===== config.mk =====
export PLATFORM = sky130hd
export DESIGN_NAME = fifo_sync_param_flat
export DESIGN_NICKNAME = d
export VERILOG_FILES = /design/src/rtl/fifo_pkg.sv /design/src/rtl/fifo_sync_param_if.sv /design/src/rtl/fifo_mem_regfile.sv /design/src/rtl/fifo_sync_param.sv /design/src/flat_wrapper.sv
export SDC_FILE = /design/constraint.sdc
export NUM_CORES = 2
export LEC_CHECK = 0
export BUFFER_PORTS_ARGS = -buffer_cell sky130_fd_sc_hd__buf_4
export CORE_MARGIN = 3
export CORE_UTILIZATION = 60
export CTS_CLUSTER_DIAMETER = 200
export DETAILED_ROUTE_END_ITERATION = 10
export PLACE_DENSITY = 0.87
export RECOVER_POWER = 100
export SYNTH_ARGS = -nofsm -noshare
export SYNTH_HDL_FRONTEND = slang
export SYNTH_SLANG_ARGS = --single-unit

===== constraint.sdc =====
create_clock -name clk -period 16.75 [get_ports clk]
set_input_delay 1.675 -clock clk [delete_from_list [all_inputs] [get_ports clk]]
set_output_delay 1.675 -clock clk [all_outputs]
set_load 0.05 [all_outputs]

===== src/rtl/fifo_pkg.sv =====
// Shared types and width helpers for the parametrised synchronous FIFO.
package fifo_pkg;

    typedef enum logic {
        ST_INIT = 1'b0,
        ST_RUN  = 1'b1
    } fifo_state_e;

    function automatic int unsigned ptr_w(input int unsigned depth);
        return $clog2(depth);
    endfunction

    // Occupancy must represent DEPTH itself, hence the +1.
    function automatic int unsigned cnt_w(input int unsigned depth);
        return $clog2(depth + 1);
    endfunction

endpackage


===== src/rtl/fifo_sync_param_if.sv =====
// Handshake and status bundle between a FIFO producer/consumer and the FIFO.
interface fifo_sync_param_if #(
    parameter int WIDTH = 256,
    parameter int DEPTH = 16
);
    localparam int CNT_W = fifo_pkg::cnt_w(DEPTH);

    logic             flush;
    logic [WIDTH-1:0] din;
    logic             wr_en;
    logic             rd_en;
    logic             clr_err;
    logic [WIDTH-1:0] dout;
    logic             full;
    logic             empty;
    logic             almost_full;
    logic             almost_empty;
    logic [CNT_W-1:0] count;
    logic             overflow;
    logic             underflow;
    logic             rdy;

    modport master (
        output flush, din, wr_en, rd_en, clr_err,
        input  dout, full, empty, almost_full, almost_empty, count,
               overflow, underflow, rdy
    );

    modport slave (
        input  flush, din, wr_en, rd_en, clr_err,
        output dout, full, empty, almost_full, almost_empty, count,
               overflow, underflow, rdy
    );
endinterface


===== src/rtl/fifo_mem_regfile.sv =====
// Register-file storage: one synchronous write port, one asynchronous read port.
module fifo_mem_regfile #(
    parameter int WIDTH = 256,
    parameter int DEPTH = 16,
    parameter int PTR_W = $clog2(DEPTH)
) (
    input  logic             clk,
    input  logic             we,
    input  logic [PTR_W-1:0] waddr,
    input  logic [WIDTH-1:0] wdata,
    input  logic [PTR_W-1:0] raddr,
    output logic [WIDTH-1:0] rdata
);
    logic [WIDTH-1:0] mem [DEPTH];

    always_ff @(posedge clk) begin
        if (we) begin
            mem[waddr] <= wdata;
        end
    end

    assign rdata = mem[raddr];
endmodule


===== src/rtl/fifo_sync_param.sv =====
// Parametrised single-clock FIFO with occupancy, watermarks, sticky errors,
// soft flush and a post-reset memory-clear sweep that gates rdy.
module fifo_sync_param
    import fifo_pkg::*;
#(
    parameter int WIDTH     = 256,
    parameter int DEPTH     = 16,
    parameter int FWFT      = 1,
    parameter int AF_THRESH = DEPTH - 2,
    parameter int AE_THRESH = 2
) (
    input  logic               clk,
    input  logic               rst,
    fifo_sync_param_if.slave   bus
);
    localparam int PTR_W = ptr_w(DEPTH);
    localparam int CNT_W = cnt_w(DEPTH);

    fifo_state_e      state;
    logic [PTR_W-1:0] wr_ptr;
    logic [PTR_W-1:0] rd_ptr;
    logic [PTR_W-1:0] clr_ptr;
    logic [CNT_W-1:0] count;
    logic             rdy;
    logic             overflow;
    logic             underflow;
    logic [WIDTH-1:0] dout_q;

    logic             full;
    logic             empty;
    logic             wr_acc;
    logic             rd_acc;
    logic             flush_run;
    logic             ovf_set;
    logic             unf_set;
    logic             mem_we;
    logic [PTR_W-1:0] mem_waddr;
    logic [WIDTH-1:0] mem_wdata;
    logic [WIDTH-1:0] rd_data;

    assign full      = !rdy || (count == CNT_W'(DEPTH));
    assign empty     = (count == '0);
    assign flush_run = bus.flush && rdy;
    assign wr_acc    = bus.wr_en && !full && !flush_run;
    assign rd_acc    = bus.rd_en && !empty && !flush_run;
    assign ovf_set   = bus.wr_en && full && rdy && !bus.flush;
    assign unf_set   = bus.rd_en && empty && rdy && !bus.flush;

    // The clear sweep borrows the single write port until the FIFO is ready.
    assign mem_we    = !rst && ((state == ST_INIT) || wr_acc);
    assign mem_waddr = (state == ST_INIT) ? clr_ptr : wr_ptr;
    assign mem_wdata = (state == ST_INIT) ? '0 : bus.din;

    fifo_mem_regfile #(
        .WIDTH (WIDTH),
        .DEPTH (DEPTH),
        .PTR_W (PTR_W)
    ) u_mem (
        .clk   (clk),
        .we    (mem_we),
        .waddr (mem_waddr),
        .wdata (mem_wdata),
        .raddr (rd_ptr),
        .rdata (rd_data)
    );

    always_ff @(posedge clk) begin
        if (rst) begin
            state     <= ST_INIT;
            wr_ptr    <= '0;
            rd_ptr    <= '0;
            clr_ptr   <= '0;
            count     <= '0;
            rdy       <= 1'b0;
            overflow  <= 1'b0;
            underflow <= 1'b0;
            dout_q    <= '0;
        end else begin
            case (state)
                ST_INIT: begin
                    clr_ptr <= clr_ptr + 1'b1;
                    if (clr_ptr == PTR_W'(DEPTH - 1)) begin
                        state <= ST_RUN;
                        rdy   <= 1'b1;
                    end
                end
                ST_RUN: begin
                    if (bus.flush) begin
                        wr_ptr <= '0;
                        rd_ptr <= '0;
                        count  <= '0;
                    end else begin
                        if (wr_acc) wr_ptr <= wr_ptr + 1'b1;
                        if (rd_acc) begin
                            rd_ptr <= rd_ptr + 1'b1;
                            dout_q <= rd_data;
                        end
                        if (wr_acc && !rd_acc) begin
                            count <= count + 1'b1;
                        end else if (rd_acc && !wr_acc) begin
                            count <= count - 1'b1;
                        end
                    end
                end
                default: state <= ST_INIT;
            endcase
            // A new error event in the same cycle as clr_err must survive.
            overflow  <= ovf_set || (overflow && !bus.clr_err);
            underflow <= unf_set || (underflow && !bus.clr_err);
        end
    end

    assign bus.dout         = (FWFT != 0) ? (empty ? '0 : rd_data) : dout_q;
    assign bus.full         = full;
    assign bus.empty        = empty;
    assign bus.almost_full  = (count >= CNT_W'(AF_THRESH));
    assign bus.almost_empty = (count <= CNT_W'(AE_THRESH));
    assign bus.count        = count;
    assign bus.overflow     = overflow;
    assign bus.underflow    = underflow;
    assign bus.rdy          = rdy;
endmodule


===== src/flat_wrapper.sv =====
// flat-port wrapper written by rule: the top's interface ports become plain ports
module fifo_sync_param_flat import fifo_pkg::*;
#(
    parameter int WIDTH     = 256,
    parameter int DEPTH     = 16,
    parameter int FWFT      = 1,
    parameter int AF_THRESH = DEPTH - 2,
    parameter int AE_THRESH = 2
)
  (clk, rst, bus_flush, bus_din, bus_wr_en, bus_rd_en, bus_clr_err, bus_dout, bus_full, bus_empty, bus_almost_full, bus_almost_empty, bus_count, bus_overflow, bus_underflow, bus_rdy);
  fifo_sync_param_if #(.WIDTH(WIDTH), .DEPTH(DEPTH)) bus_i ();
  input  logic clk;
  input  logic rst;
  input wire logic [$bits(bus_i.flush)-1:0] bus_flush;
  input wire logic [$bits(bus_i.din)-1:0] bus_din;
  input wire logic [$bits(bus_i.wr_en)-1:0] bus_wr_en;
  input wire logic [$bits(bus_i.rd_en)-1:0] bus_rd_en;
  input wire logic [$bits(bus_i.clr_err)-1:0] bus_clr_err;
  output wire logic [$bits(bus_i.dout)-1:0] bus_dout;
  output wire logic [$bits(bus_i.full)-1:0] bus_full;
  output wire logic [$bits(bus_i.empty)-1:0] bus_empty;
  output wire logic [$bits(bus_i.almost_full)-1:0] bus_almost_full;
  output wire logic [$bits(bus_i.almost_empty)-1:0] bus_almost_empty;
  output wire logic [$bits(bus_i.count)-1:0] bus_count;
  output wire logic [$bits(bus_i.overflow)-1:0] bus_overflow;
  output wire logic [$bits(bus_i.underflow)-1:0] bus_underflow;
  output wire logic [$bits(bus_i.rdy)-1:0] bus_rdy;
  assign bus_i.flush = bus_flush;
  assign bus_i.din = bus_din;
  assign bus_i.wr_en = bus_wr_en;
  assign bus_i.rd_en = bus_rd_en;
  assign bus_i.clr_err = bus_clr_err;
  assign bus_dout = bus_i.dout;
  assign bus_full = bus_i.full;
  assign bus_empty = bus_i.empty;
  assign bus_almost_full = bus_i.almost_full;
  assign bus_almost_empty = bus_i.almost_empty;
  assign bus_count = bus_i.count;
  assign bus_overflow = bus_i.overflow;
  assign bus_underflow = bus_i.underflow;
  assign bus_rdy = bus_i.rdy;
  fifo_sync_param #(.WIDTH(WIDTH), .DEPTH(DEPTH), .FWFT(FWFT), .AF_THRESH(AF_THRESH), .AE_THRESH(AE_THRESH)) u_core (.clk(clk), .rst(rst), .bus(bus_i));
endmodule

# Word level (Yosys, flattened, before mapping)
# Memories as Yosys holds them, arrays and structs flattened. A register that Yosys moved wholly into a read port is not among the register bits.
# Index checks and enable logic that the tools add are counted.
classes:
  n_reduce_logical: 37
  bitwise: 1
  n_mux: 16
  n_lt_le_gt_ge: 2
  eq_ne: 2
  addsub: 5
ops:
  columns: ["cell", "n"]
  rows:
  - ["256-bit 2-to-1 mux", 2]
  - ["4-bit 2-to-1 mux", 7]
  - ["1-bit logical AND", 16]
  - ["5-bit 2-to-1 mux", 3]
  - ["4-bit by 1-bit adder with 4-bit output (second input constant)", 3]
  - ["1-bit zero test", 9]
  - ["2-bit AND reduction", 4]
  - ["5-bit by 1-bit adder with 5-bit output (second input constant)", 1]
  - ["5-bit equality test (second input constant)", 1]
  - ["5-bit by 4-bit greater-or-equal comparator with 1-bit output (second input constant)", 1]
  - ["5-bit by 2-bit less-or-equal comparator with 1-bit output (second input constant)", 1]
  - ["5-bit zero test", 1]
  - ["5-bit by 1-bit subtractor with 5-bit output (second input constant)", 1]
  - ["4-bit equality test (second input constant)", 1]
  - ["1-bit logical OR", 4]
  - ["1-bit 2-to-1 mux", 4]
  - ["2-bit nonzero test", 2]
  - ["3-bit nonzero test", 1]
  - ["1-bit NOT", 1]
totals:
  input_bits: 262
  register_bits: 21
  mem_count: 1
  ram_bits: 4096
mem_list:
  columns: ["name", "words", "word_bits", "rd", "rd_ports_with_merged_regs", "write_ports", "line", "rtl"]
  rows:
  - ["u_core.u_mem.mem", 16, 256, 1, 1, 1, "fifo_mem_regfile.sv:14", "logic [WIDTH-1:0] mem [DEPTH];"]

# Logic depth before layout (Yosys ltp)
logic_depth:
  word_depth: 10
  mapped_depth: 9
  ltp_nobuf: 9

# By module
# Synthesis repeated with hierarchy kept, for this count alone.
hier_totals:
  hier_cells: 7113
  area_unflattened_um2: 158180.5
by_module_without_submodules:
  columns: ["module", "instances", "seq_area_each_um2", "area_per_inst_um2", "cells_each"]
  rows:
  - ["fifo_mem_regfile", 1, 122998.0, 153475.9, 6392]
  - ["fifo_sync_param", 1, 420.4, 4704.5, 721]

# Worst setup path after synthesis
# Ideal clock, no wire load.
synth_path:
  path_type: "in2reg"
  startpoint: "input port bus_flush"
  endpoint: "memory u_core.u_mem.mem[12][0], enable pin"
  t_arrival_ns: 13.146
  t_required_ns: 15.871
  setup_ns: 0.879
  path_stages: 5
  slack_ns: 2.725
  n_path_buf: 0
  cell_sequence: "nand3b_1 a21o_1 a211oi_1 nand2_1 nor2_1"
synth_via:
  elab_chain_cells: 7
synth_lines:
  columns: ["element", "line", "rtl"]
  rows:
  - ["start, declared", "flat_wrapper.sv:14", "input wire logic [$bits(bus_i.flush)-1:0] bus_flush;"]
  - ["1-bit logical AND", "fifo_sync_param.sv:43", "assign flush_run = bus.flush && rdy;"]
  - ["1-bit zero test", "fifo_sync_param.sv:44", "assign wr_acc = bus.wr_en && !full && !flush_run;"]
  - ["1-bit logical AND", "fifo_sync_param.sv:44", null]
  - ["1-bit logical OR", "fifo_sync_param.sv:50", "assign mem_we = !rst && ((state == ST_INIT) || wr_acc);"]
  - ["1-bit logical AND", "fifo_sync_param.sv:50", null]
  - ["1-bit 2-to-1 mux", "fifo_mem_regfile.sv:17", "if (we) begin"]
  - ["1-bit 2-to-1 mux (implied by the code)", "fifo_mem_regfile.sv:18", "mem[waddr] <= wdata;"]
  - ["end, declared", "fifo_mem_regfile.sv:14", null]
# Every way passes these cells.

# Worst setup path in the final report
layout_path:
  startpoint: "register u_core.state"
  endpoint: "memory u_core.u_mem.mem[1][60], enable pin"
layout_via:
  elab_chain_cells: 5
layout_lines:
  columns: ["element", "line", "rtl"]
  rows:
  - ["start, declared", "fifo_sync_param.sv:19", "fifo_state_e state;"]
  - ["start signal, assigned", "fifo_sync_param.sv:69", "state <= ST_INIT;"]
  - ["start signal, assigned", "fifo_sync_param.sv:83", "state <= ST_RUN;"]
  - ["start signal, assigned", "fifo_sync_param.sv:105", "default: state <= ST_INIT;"]
  - ["1-bit NOT", "fifo_sync_param.sv:50", null]
  - ["1-bit logical OR", "fifo_sync_param.sv:50", null]
  - ["1-bit logical AND", "fifo_sync_param.sv:50", null]
  - ["1-bit 2-to-1 mux", "fifo_mem_regfile.sv:17", null]
  - ["1-bit 2-to-1 mux (implied by the code)", "fifo_mem_regfile.sv:18", null]
# Several ways; a longest one is shown, not always the timed one.

==> impl_results.md <==
- Worst-path fanout max: between 80 and 90
- Post-synth EDFFs: between 4000 and 5000
- Layout net count: 7385
- Area delta synth->final: 12.7%
- Multi-input logic area: 32900 µm²
- Pleak: about 0.052 µW
- Setup tns final: 0 ns
- All-Layer GR Usage: 0.321
- Max Freq: roughly 0.08 GHz
- Synth area leader: edfxtp_1
- DRC: 0
- Start-to-end type of the worst setup path: flip-flop to flip-flop
- Final period utilization: 0.756
- Placer Congestion: approximately 0.81
- CP startpoint kind: flip-flop
- Failing checks: max-capacitance violations, max-slew violations
- Final HPWL from detailed placement: ~200000 µm
- Synth Area in Compound Gates: 0.00172
- Max-Cap Viols: 65
- Hold-fix buffers, CTS: 0
- Count leader, synth: edfxtp_1
- Chip height: slightly above 500 µm
- Share of cells above drive strength 1: 0.296
- Worst slew margin: -4.53
- Initial antenna violation count: between 40 and 50
- Total global routing overflow: 0
- Vias in the first global route: 81200
- Resized cells post-CTS: 0
- Fin util: 0.683
- Non-Filler Instances: roughly 11000
- Mux share of post-synthesis cell area: 0.183
- Sink Count: approximately 4100
- Clk_skew: between 0.05 and 0.06 ns
- CP Capture Type: flip-flop
- Pwr Density: 118 nW/µm²
- Yosys Warn Count: 0
- Fillers: 14400
- CTS Buf Count: ~400
- Mapped cell area: ~160000 µm²
- Cell variety after synth: 45
- Initial Util: 0.606
- Final Setup Violations: 0
- Via density: just over 7
- Total number of vias: just under 80000
- Dominant cells by area after synthesis: edfxtp_1 (78%), mux4_2 (18%), nor2b_1 (1.0%), and2_1 (1.0%), clkbuf_1 (0.49%)
- Total power: 20900 µW
- Minimum clock period: ~13 ns
- Hold Crit Class: flip-flop to flip-flop
- Drt pass-1 iters: 5
- Ys async rst share: 0
- Top post-synthesis cells by count: edfxtp_1 (4096), mux4_2 (1280), nor2b_1 (260), and2_1 (256), clkbuf_1 (208)
- Seq/Total Area, Yosys: 0.782
- WL final: around 430000 µm
- Clock-pin slew on the worst setup and hold paths: about 0.060 ns
- Gate Count Post-Synth: around 6400
- Max Buffers Root-to-Sink: 4
- Worst VDD drop: 115 µV
- Port bufs: between 500 and 600
- Pin count of the biggest net entering global routing: 152
- Seq cells post-synth: approximately 4100
- Dpl cells: 10200
- Main synth FF type: edfxtp_1
- CTS tree: yes
- Worst Path Required: 17.08 ns
- Die ar.: about 270000 µm²
- Crit path DAT: ~13 ns
- Die X: approximately 520 µm
- Largest family of logic cells by synthesized area: multiplexers
- Synth top area share: 0.778
- Post-Synth Simple-Gate Area: 0.0226
- Final Hold Fails: 0
- Fin. max-slew vios: between 2000 and 3000
- RSZ-0062 raised after global routing: false
- Core area: between 200000 and 300000 µm²
- Root buf cell: clkbuf_16
- Worst skew pair latency: approximately 0.94 ns
- Antenna Violating Nets Remaining: 0
- Reg area: roughly 120000 µm²
- Worst-Margin Slew: slightly above 8 ns
- Core Rows: about 190
- Syn Nets: about 6700
- Routed length per instance: about 39 µm
- Avg Cell Area, Syn: 24.6 µm²
- Worst slack at placement: ~9.5 ns
- First-pass GRT wire length: about 610000 µm
- DRT iter0 DRCs: ~12000
- Final worst slack: 4.09 ns
- Ports: 530
- Status: complete, but fails checks
- Postcts setup bufs: 0
- Post-synthesis xor/xnor area fraction: 0.000333
- Post-synthesis adder-cell area fraction: 0.000681
- H-tree levels: 5
==> layout make-up <==
cell class | count | area share
timing repair buffer | 655 | 0.0225
inverter | 5 | 0.000105
sequential | 4121 | 0.693
antenna | 29 | 0.000407
clock buffer | 471 | 0.0572
multi-input combinational | 1936 | 0.185
tap | 3496 | 0.0246
clock inverter | 254 | 0.0172
==> sequential cells by signal, summed over array words and instances, names as in the netlist, named ones only <==
register,cells
u_core.bus.overflow,1
u_core.bus.count,5
u_core.wr_ptr,4
u_core.bus.rdy,1
u_core.rd_ptr,4
u_core.u_mem.mem,4096
u_core.state,1
u_core.clr_ptr,4
u_core.bus.underflow,1
==> critical path: stages (launching register included) <==
cell and delay (ns):
dfxtp_1 1.45, clkbuf_1 2.27, a21oi_1 0.50, nor2_1 1.95, clkbuf_1 5.68
==> per-stage QoR <==
stage	instance area (µm²)	hold WS, ns
3_3_place_gp	166000	0.450
5_1_grt	178000	0.492
3_5_place_dp	166000	0.457
2_1_floorplan	158000	0.461
6_report	178000	0.466
4_1_cts	179000	0.466
==> cells by family after synthesis <==
logic type	count (synthesis)
AO/OA/AOI/OAI	42
XOR/XNOR	6
adder cells (fa/ha/maj)	8
buffers and inverters	354
flip-flops	4121
multiplexers	1287
AND/OR/NAND/NOR	593
==> final timing paths <==
kind / from / end / slack [ns] / cells after the start
setup / recovery: u_core.state / u_core.u_mem.mem[1][60] / 4.09 / 4
hold / removal: u_core.bus.underflow / u_core.bus.underflow / 0.47 / 2
setup reg to reg: u_core.state / u_core.u_mem.mem[1][60] / 4.09 / 4
hold reg to reg: u_core.bus.underflow / u_core.bus.underflow / 0.47 / 2
==> routing by layer <==
metal | GRT usage | routed length (µm)
met5 | 0 | 126
met4 | 0.176 | 26500
met3 | 0.0621 | 41700
met2 | 0.536 | 222000
met1 | 0.402 | 141000
==> power by group <==
part	internal, µW	switching, µW	total, µW
Combinational	151	197	348
Clock	5180	4010	9200
Sequential	11300	50.7	11400
Total	16700	4260	20900
==> cells in the final DEF (no fill, tap or decap), types with 6 or more instances in the layout <==
master and count:
nor2_1 32, clkinvlp_4 19, a21oi_1 14, nor2b_1 260
ha_1 7, buf_12 22, mux4_2 1280, nand2_1 18
clkbuf_16 396, clkinv_1 70, and2_0 256, clkbuf_1 392
buf_4 316, edfxtp_1 4096, clkinv_16 14, clkinv_4 6
nand3_1 7, inv_6 10, nor3_1 6, bufinv_16 51
dfxtp_1 21, diode_2 29, clkinv_2 72, clkinv_8 6
Power figures use the tool's default switching activity.
